[src/rtl/comparator_load_sequencer.sv]
`default_nettype none
// ============================================================================
// Module   : comparator_load_sequencer
// Purpose  : Loads two 8-bit operands one nibble at a time from a 4-bit switch
//            bank, using a single debounced pushbutton. After the fourth load
//            it registers one unsigned less/greater/equal result.
// Ports    : clk    - system clock, rising edge
//            rst_n  - asynchronous active-low reset
//            pb     - raw load pushbutton (async, bouncy, active high)
//            y      - nibble switches, sampled only on an accepted press
//            step   - index of the next nibble: 0=A lo,1=A hi,2=B lo,3=B hi
//            a_val  - operand A register
//            b_val  - operand B register
//            valid  - result outputs hold the compare of the current A,B
//            lout   - A < B
//            gout   - A > B
//            eout   - A == B
// Revision : 1.0 - initial release
// ============================================================================
module comparator_load_sequencer #(
    parameter int unsigned DEBOUNCE_CYCLES = 4
) (
    input  logic       clk,
    input  logic       rst_n,
    input  logic       pb,
    input  logic [3:0] y,
    output logic [1:0] step,
    output logic [7:0] a_val,
    output logic [7:0] b_val,
    output logic       valid,
    output logic       lout,
    output logic       gout,
    output logic       eout
);

    localparam int unsigned c_cnt_w = (DEBOUNCE_CYCLES < 2) ? 1 : $clog2(DEBOUNCE_CYCLES + 1);
    // The accepted level flips on the edge where the counter would reach
    // DEBOUNCE_CYCLES, i.e. on the DEBOUNCE_CYCLES-th consecutive mismatch.
    localparam logic [c_cnt_w-1:0] c_cnt_last = c_cnt_w'(DEBOUNCE_CYCLES - 1);

    typedef enum logic [2:0] {
        LD_A_LO = 3'd0,
        LD_A_HI = 3'd1,
        LD_B_LO = 3'd2,
        LD_B_HI = 3'd3,
        DONE    = 3'd4
    } state_t;

    logic               r_sync1;
    logic               r_sync2;
    logic               r_accepted;
    logic [c_cnt_w-1:0] r_cnt;
    logic               r_press;
    state_t             r_state;
    state_t             w_state_next;

    // ------------------------------------------------------------------------
    // Input conditioning: 2-FF synchroniser, then a stability counter. The
    // press pulse is registered on the same edge that the accepted level
    // rises, so it is high for exactly one cycle per accepted 0->1 change.
    // ------------------------------------------------------------------------
    always_ff @(posedge clk or negedge rst_n) begin
        if (!rst_n) begin
            r_sync1    <= 1'b0;
            r_sync2    <= 1'b0;
            r_accepted <= 1'b0;
            r_cnt      <= '0;
            r_press    <= 1'b0;
        end else begin
            r_sync1 <= pb;
            r_sync2 <= r_sync1;
            r_press <= 1'b0;
            if (r_sync2 != r_accepted) begin
                if (r_cnt == c_cnt_last) begin
                    r_accepted <= r_sync2;
                    r_cnt      <= '0;
                    r_press    <= r_sync2;
                end else begin
                    r_cnt <= r_cnt + 1'b1;
                end
            end else begin
                r_cnt <= '0;
            end
        end
    end

    // ------------------------------------------------------------------------
    // Sequencer state register
    // ------------------------------------------------------------------------
    always_ff @(posedge clk or negedge rst_n) begin
        if (!rst_n) begin
            r_state <= LD_A_LO;
        end else begin
            r_state <= w_state_next;
        end
    end

    always_comb begin
        w_state_next = r_state;
        step         = 2'd0;
        case (r_state)
            LD_A_LO: begin
                step = 2'd0;
                if (r_press) w_state_next = LD_A_HI;
            end
            LD_A_HI: begin
                step = 2'd1;
                if (r_press) w_state_next = LD_B_LO;
            end
            LD_B_LO: begin
                step = 2'd2;
                if (r_press) w_state_next = LD_B_HI;
            end
            LD_B_HI: begin
                step = 2'd3;
                if (r_press) w_state_next = DONE;
            end
            DONE: begin
                step = 2'd3;
                if (r_press) w_state_next = LD_A_LO;
            end
            default: begin
                step         = 2'd0;
                w_state_next = LD_A_LO;
            end
        endcase
    end

    // ------------------------------------------------------------------------
    // Operand capture and result register. While in DONE the compare is
    // re-registered every cycle; since the operands cannot change in DONE the
    // result is constant, and valid rises one clock after entering DONE.
    // ------------------------------------------------------------------------
    always_ff @(posedge clk or negedge rst_n) begin
        if (!rst_n) begin
            a_val <= 8'h00;
            b_val <= 8'h00;
            valid <= 1'b0;
            lout  <= 1'b0;
            gout  <= 1'b0;
            eout  <= 1'b0;
        end else if (r_press) begin
            case (r_state)
                LD_A_LO: a_val[3:0] <= y;
                LD_A_HI: a_val[7:4] <= y;
                LD_B_LO: b_val[3:0] <= y;
                LD_B_HI: b_val[7:4] <= y;
                DONE: begin
                    // Press in DONE starts a fresh sequence; y is ignored.
                    a_val <= 8'h00;
                    b_val <= 8'h00;
                    valid <= 1'b0;
                    lout  <= 1'b0;
                    gout  <= 1'b0;
                    eout  <= 1'b0;
                end
                default: ;
            endcase
        end else if (r_state == DONE) begin
            valid <= 1'b1;
            lout  <= (a_val <  b_val);
            gout  <= (a_val >  b_val);
            eout  <= (a_val == b_val);
        end
    end

endmodule
`default_nettype wire

[config.mk]
export PLATFORM = sky130hd
export DESIGN_NAME = comparator_load_sequencer
export DESIGN_NICKNAME = d
export VERILOG_FILES = /design/src/rtl/comparator_load_sequencer.sv
export SDC_FILE = /design/constraint.sdc
export NUM_CORES = 1
export LEC_CHECK = 0
export BUFFER_PORTS_ARGS = -buffer_cell sky130_fd_sc_hd__buf_4
export CORE_MARGIN = 2
export CORE_UTILIZATION = 25
export DETAILED_ROUTE_END_ITERATION = 16
export PLACE_DENSITY = 0.45
export REMOVE_ABC_BUFFERS = 1
export SYNTH_ARGS = -nofsm -noshare
export SYNTH_HDL_FRONTEND = slang
export SYNTH_SLANG_ARGS = --single-unit
[constraint.sdc]
create_clock -name clk -period 1.3 [get_ports clk]
set_input_delay 0.26 -clock clk [delete_from_list [all_inputs] [get_ports clk]]
set_output_delay 0.26 -clock clk [all_outputs]
set_load 0.05 [all_outputs]
==> results of run 1 <==
-- state kept, by name, summed over array words and instances, names as in the netlist --
signal / flops
r_press: 1
r_cnt: 3
r_sync2: 1
r_accepted: 1
valid: 1
a_val: 8
r_sync1: 1
b_val: 8
lout: 1
gout: 1
r_state: 3
eout: 1
-- layer usage --
metal	GRT usage, %	wire [um]	vias up
met5	0	0	-
met4	4.50	32	0
met3	2.97	205	2
met2	19.1	1850	30
met1	15.9	1730	590
li1	-	-	634
-- power breakdown --
part	leakage (nW)	internal [mW]	switching [mW]	total, mW
Sequential	0.393	1.18	0.160	1.34
Combinational	0.573	1.07	1.58	2.66
Clock	0.0472	0.425	0.354	0.779
-- timing repair --
item | 4_1_cts | 5_1_grt
hold buffers | 1 | 0
endpoints found under the hold margin | 30 | 0
pin swaps | 2 | 4
buffers inserted | 1 | 1
setup endpoints to repair | 13 | 19
gates resized for setup | 11 | 14
-- how the worst max path moves through the flow --
stage                          to        from  cells past startpoint
after floorplan           step[1]  r_state[1]                      2
after global placement       lout    a_val[5]                      6
after detailed placement  step[0]  r_state[0]                      3
after CTS                 step[0]  r_state[0]                      3
after global routing      step[0]  r_state[2]                      3
final                     step[0]  r_state[2]                      3
-- worst max-delay path, delay by kind of cell (launching register included) --
kind                   cells  cell delay, ns
AND/OR/NAND/NOR            1            0.42
flip-flops                 1            0.38
buffers and inverters      1            0.18
AO/OA/AOI/OAI              1            0.09
-- cell families after synthesis --
logic type | count (synthesis) | synth area share (%)
AOI/OAI and AO/OA | 44 | 19.1
xor gates and xnor gates | 2 | 1.16
adders and majority gates | 9 | 7.48
buffers and inverters | 16 | 5.24
DFF | 30 | 49.9
muxes | 1 | 0.748
and+or+nand+nor | 45 | 16.4
-- Yosys cell counts, drive strengths merged, types with 4 or more instances --
cell type  number  area, sq um
o21ai          16         80.1
nand2          18         67.6
nor3b           4         30.0
inv            10         37.5
o22ai           4         25.0
ha              9          113
nand2b          5         31.3
a22o           10         93.8
dfrtp          30          751
nor2            7         26.3
a21oi           8         40.0
-- layout make-up --
class	count	area share (%)
clock inverters	2	0.584
well taps	75	4.38
inverters	10	1.99
flip-flops and latches	30	35.1
clock buffers	6	3.86
repair buffers	54	20.3
multi-input cells	101	33.8
-- per-stage QoR --
stage | setup WS [ns] | hold slack (ns)
floorplan | -0.700 | -0.0356
global placement | -0.108 | 0.218
detailed placement | -0.136 | 0.222
CTS | -0.348 | 0.0735
global route | -0.349 | 0.0722
finish | -0.305 | 0.0889
==> out/metrics.cfg, run 1 <==
[detailed_routing]
drc = 0
first_iter_violations = 92
routed_wl_um = 3820
via_per_inst = 4.52
drtPass1Iterations = 4
vias = 1256
wl_per_cell_um = 13.7
ant_nets = 0

[setup_path]
r2r_setup_slack_ns = -0.18
slowest_stage = or3b_4
crit-reg2reg-launch = r_state[2]
worstPathRequired_ns = 1.04
crit_path_start_kind = flip-flop
crit_path_end_kind = output pin
path_max_fanout = 3
r2r_cells = 4
critical-path-max-stage-delay_ns = 0.42
r2r_end = eout
arrival_ns = 1.34
path_class = reg2out
path_cells = or3b_4 -> o21ai_2 -> buf_6

[yosys]
ys_seq_area_share_pct = 49.9
yosys_warnings = 0
synth_ff_type = dfrtp_1
synth_cell_type_count = 30
synth.avg_cell_area_sq_um = 10.2
synth_edf_count = 0
syn_inst = 147
syn_area_sq_um = 1510
postSynth.asyncResetShare_pct = 100
synth.ff_latch_count = 30

[floorplanning]
dieWidth_um = 81.6
fp.coreArea_sq_um = 5890
rows = 28
num_io_pins = 29
die_area_sq_um = 6660
die_h_um = 81.6
initial_utilization_pct = 25.6

[power]
powerDensity_nw_per_um2 = 2230
vdd_ir_drop_max_mv = 0.885
leakage_nw = 1.01
power.total_mw = 4.77

[sta]
fin_skew_ns = 0.0108
setup_viol = 6
final_hold_viol_count = 0
period_minus_slack_ns = 1.60
rsz0062_at_grt = yes
slew_violations = 0
slew_headroom_pct = 72.8
tns_ns = -1.19
worst_slew_pin_slew_ns = 0.408
max_freq_ghz = 0.623
setup_slack_ns = -0.305
period_share_pct = 123

[global_route]
grt_antenna_before_repair = 0
grt_pass1_vias = 1213
grt_max_degree = 31
overflow = 0
grt_pass1_wl_um = 5960
grt_usage_pct = 12.0

[clock_network]
cts-htree-levels = 2
cts_buffer_depth = 2
root_buffer = clkbuf_8
clkTransAtPathRegs_ns = 0.06
cts_made_buffers = 5
clk_latency_ns = 0.28
cts_tree = yes
clock-sinks = 30

[min_path]
hold_depth = 1
min_from = pb
hold_end = r_sync1
hp-class = in2reg

[layout]
final-seq-area_sq_um = 752
mostFrequentLayoutCells = buf_4, dfrtp_1, nand2_1, o21ai_0, ha_1
fillers = 618
finish.utilization_pct = 36.4
antenna_cells = 0
multiInputGateArea_sq_um = 723
area_growth_pct = 42.3
mostFrequentLayoutCell = buf_4
fin_cells = 278
nets = 218
final_layout_size_suffix_gt1_share_pct = 41.4
fin_area_sq_um = 2140

[placed_design]
gp_congestion = 0.836
dp.final_hpwl_um = 2860
numPortBuffers = 28
dp_cells = 267
detailed_place.area_sq_um = 1940

[run]
drv_cap = 0

[status]
status = complete, but fails checks
violations = setup timing

Power figures use the tool's default switching activity.
==> run 2, diff against run 1 <==
--- a/config.mk
+++ b/config.mk
@@ -5,7 +5,7 @@
 export SDC_FILE = /design/constraint.sdc
 export NUM_CORES = 1
 export LEC_CHECK = 0
-export BUFFER_PORTS_ARGS = -buffer_cell sky130_fd_sc_hd__buf_4
+export BUFFER_PORTS_ARGS = -buffer_cell sky130_fd_sc_hd__buf_2
 export CORE_MARGIN = 2
 export CORE_UTILIZATION = 25
 export DETAILED_ROUTE_END_ITERATION = 16
==> constraint.sdc (replaced) <==
create_clock -name clk -period 1.4 [get_ports clk]
set_input_delay 0.07 -clock clk [delete_from_list [all_inputs] [get_ports clk]]
set_output_delay 0.07 -clock clk [all_outputs]
set_load 0.05 [all_outputs]
==> out/metrics.cfg, run 2 (same netlist as run 1, synthesis figures left out) <==
[detailed_routing]
via_per_inst = 4.47  ; -1.0%
ant_nets = 0  ; unchanged
wl_per_cell_um = 13.2  ; -3.8%
drc = 0  ; unchanged
first_iter_violations = 33  ; -64%
routed_wl_um = 3680  ; -3.8%
vias = 1243  ; -1.0%
drtPass1Iterations = 4  ; unchanged

[setup_path]
path_cells = or3b_4 -> buf_6 -> buf_4 -> nand2_2 -> o31a_4 -> a21oi_2
crit_path_end_kind = flip-flop
path_class = reg2reg
critical-path-max-stage-delay_ns = 0.43  ; about the same
crit_path_start_kind = flip-flop
path_max_fanout = 6  ; +3
worst_path_dominant_cell_family = simple AND/OR/NAND/NOR gates
arrival_ns = 1.60  ; +0.26 ns
worstPathRequired_ns = 1.56  ; +0.52 ns
slowest_stage = or3b_4
cp_num_buf_inv = 2  ; +1

[power]
vdd_ir_drop_max_mv = 0.852  ; -3.8%
powerDensity_nw_per_um2 = 2050  ; -7.9%
leakage_nw = 1.02  ; +0.26%
power.total_mw = 4.35  ; -8.9%

[clock_network]
cts-htree-levels = 2  ; unchanged
cts_made_buffers = 5  ; unchanged
cts_tree = yes
cts_buffer_depth = 2  ; unchanged
root_buffer = clkbuf_8
clock-sinks = 30  ; unchanged
clk_latency_ns = 0.27  ; about the same
clkTransAtPathRegs_ns = 0.07  ; about the same

[global_route]
grt_pass1_wl_um = 5980  ; +0.23%
grt_antenna_before_repair = 0  ; unchanged
grt_usage_pct = 11.8  ; -0.25 points
overflow = 0  ; unchanged
grt_max_degree = 31  ; unchanged
grt_pass1_vias = 1231  ; +1.5%

[status]
violations = setup timing
status = complete, but fails checks

[run]
drv_cap = 0  ; unchanged

[sta]
setup_viol = 3  ; -3
setup_slack_ns = -0.0368  ; +0.268 ns
fin_skew_ns = 0.00991  ; -0.000857 ns
worst_slew_pin_slew_ns = 0.402  ; -0.00589 ns
final_hold_viol_count = 0  ; unchanged
slew_headroom_pct = 73.1  ; +0.27 points
period_minus_slack_ns = 1.44
slew_violations = 0  ; unchanged
rsz0062_at_grt = yes
max_freq_ghz = 0.696
tns_ns = -0.0760  ; +1.12 ns
period_share_pct = 103

[floorplanning]
die_area_sq_um = 6660  ; unchanged
rows = 28  ; unchanged
fp.coreArea_sq_um = 5890  ; unchanged
die_h_um = 81.6  ; unchanged
dieWidth_um = 81.6  ; unchanged
num_io_pins = 29  ; unchanged
initial_utilization_pct = 25.6  ; unchanged

[placed_design]
dp_slack_ns = -0.0181  ; +0.118 ns
numPortBuffers = 28  ; unchanged
dp.final_hpwl_um = 2710  ; -5.1%
gp_congestion = 0.717  ; -14%

[layout]
top_regs = a_val (8), b_val (8)
mostFrequentLayoutCells = dfrtp_1, buf_2, buf_4, nand2_1, o21ai_0
antenna_cells = 0  ; unchanged
mostFrequentLayoutCell = dfrtp_1
fillers = 598  ; -3.2%
final_layout_size_suffix_gt1_share_pct = 41.9  ; +0.49 points
nets = 220  ; +0.92%
area_growth_pct = 40.7

[min_path]
hp-class = in2reg

==> run 2: final timing paths <==
kind	startpoint	to	slack [ns]	cells past startpoint
max reg2reg	r_state[1]	gout	-0.04	6
min in group asynchronous	rst_n	b_val[7]	0.34	3
max in group asynchronous	rst_n	r_state[1]	0.77	3
min	y[1]	b_val[5]	0.09	3
min reg2reg	r_sync1	r_sync2	0.35	0
max	r_state[1]	gout	-0.04	6
==> run 2: repair_timing <==
item / in CTS / in global routing
setup buffers: 3 / 0
hold endpoints to repair: 31 / 0
hold buffers: 2 / 0
gates resized for setup: 13 / 13
gates cloned: 0 / 0
pin swaps: 4 / 6
endpoints found under the setup margin: 4 / 13
==> run 2: worst reg2reg max path: cells and delay by family, from the launching register on <==
family | cells | cell delay, ns
flip-flops | 1 | 0.37
buffers and inverters | 2 | 0.30
AO/OA/AOI/OAI | 2 | 0.16
AND/OR/NAND/NOR | 2 | 0.50
==> run 2: cell type report <==
cell class | count | area, sq um | share of cell area (%)
clock buffers | 6 | 82.6 | 3.90
inverters | 10 | 37.5 | 1.77
flip-flops and latches | 30 | 751 | 35.4
multi-input cells | 101 | 778 | 36.7
repair buffers | 56 | 375 | 17.7
well taps | 75 | 93.8 | 4.43
==> run 2: where the power goes <==
group | total, mW | switching [mW] | internal, mW
registers | 1.25 | 0.158 | 1.10
clock network | 0.676 | 0.298 | 0.378
logic | 2.42 | 1.46 | 0.954
total | 4.35 | 1.92 | 2.43
==> run 2: metrics by stage <==
| stage | cell area (sq um) | util, % | hold slack [ns] | instances |
|---|---|---|---|---|
| final | 2120 | 36.0 | 0.0913 | 278 |
| after detailed placement | 1870 | 31.8 | 0.116 | 267 |
| after floorplan | 1460 | - | -0.226 | 141 |
| after CTS | 2040 | 34.7 | 0.0868 | 278 |
| after global placement | 1870 | 31.8 | 0.120 | 267 |
| after global routing | 2120 | 36.0 | 0.108 | 278 |
==> run 2: layer usage <==
metal | GRT usage [%] | vias to the layer above | part of all wire, %
met3 | 3.08 | 2 | 3.7
met1 | 15.1 | 580 | 47
li1 | - | 640 | -
met5 | 0 | - | 0
met2 | 19.3 | 21 | 49
met4 | 4.00 | 0 | 0.93
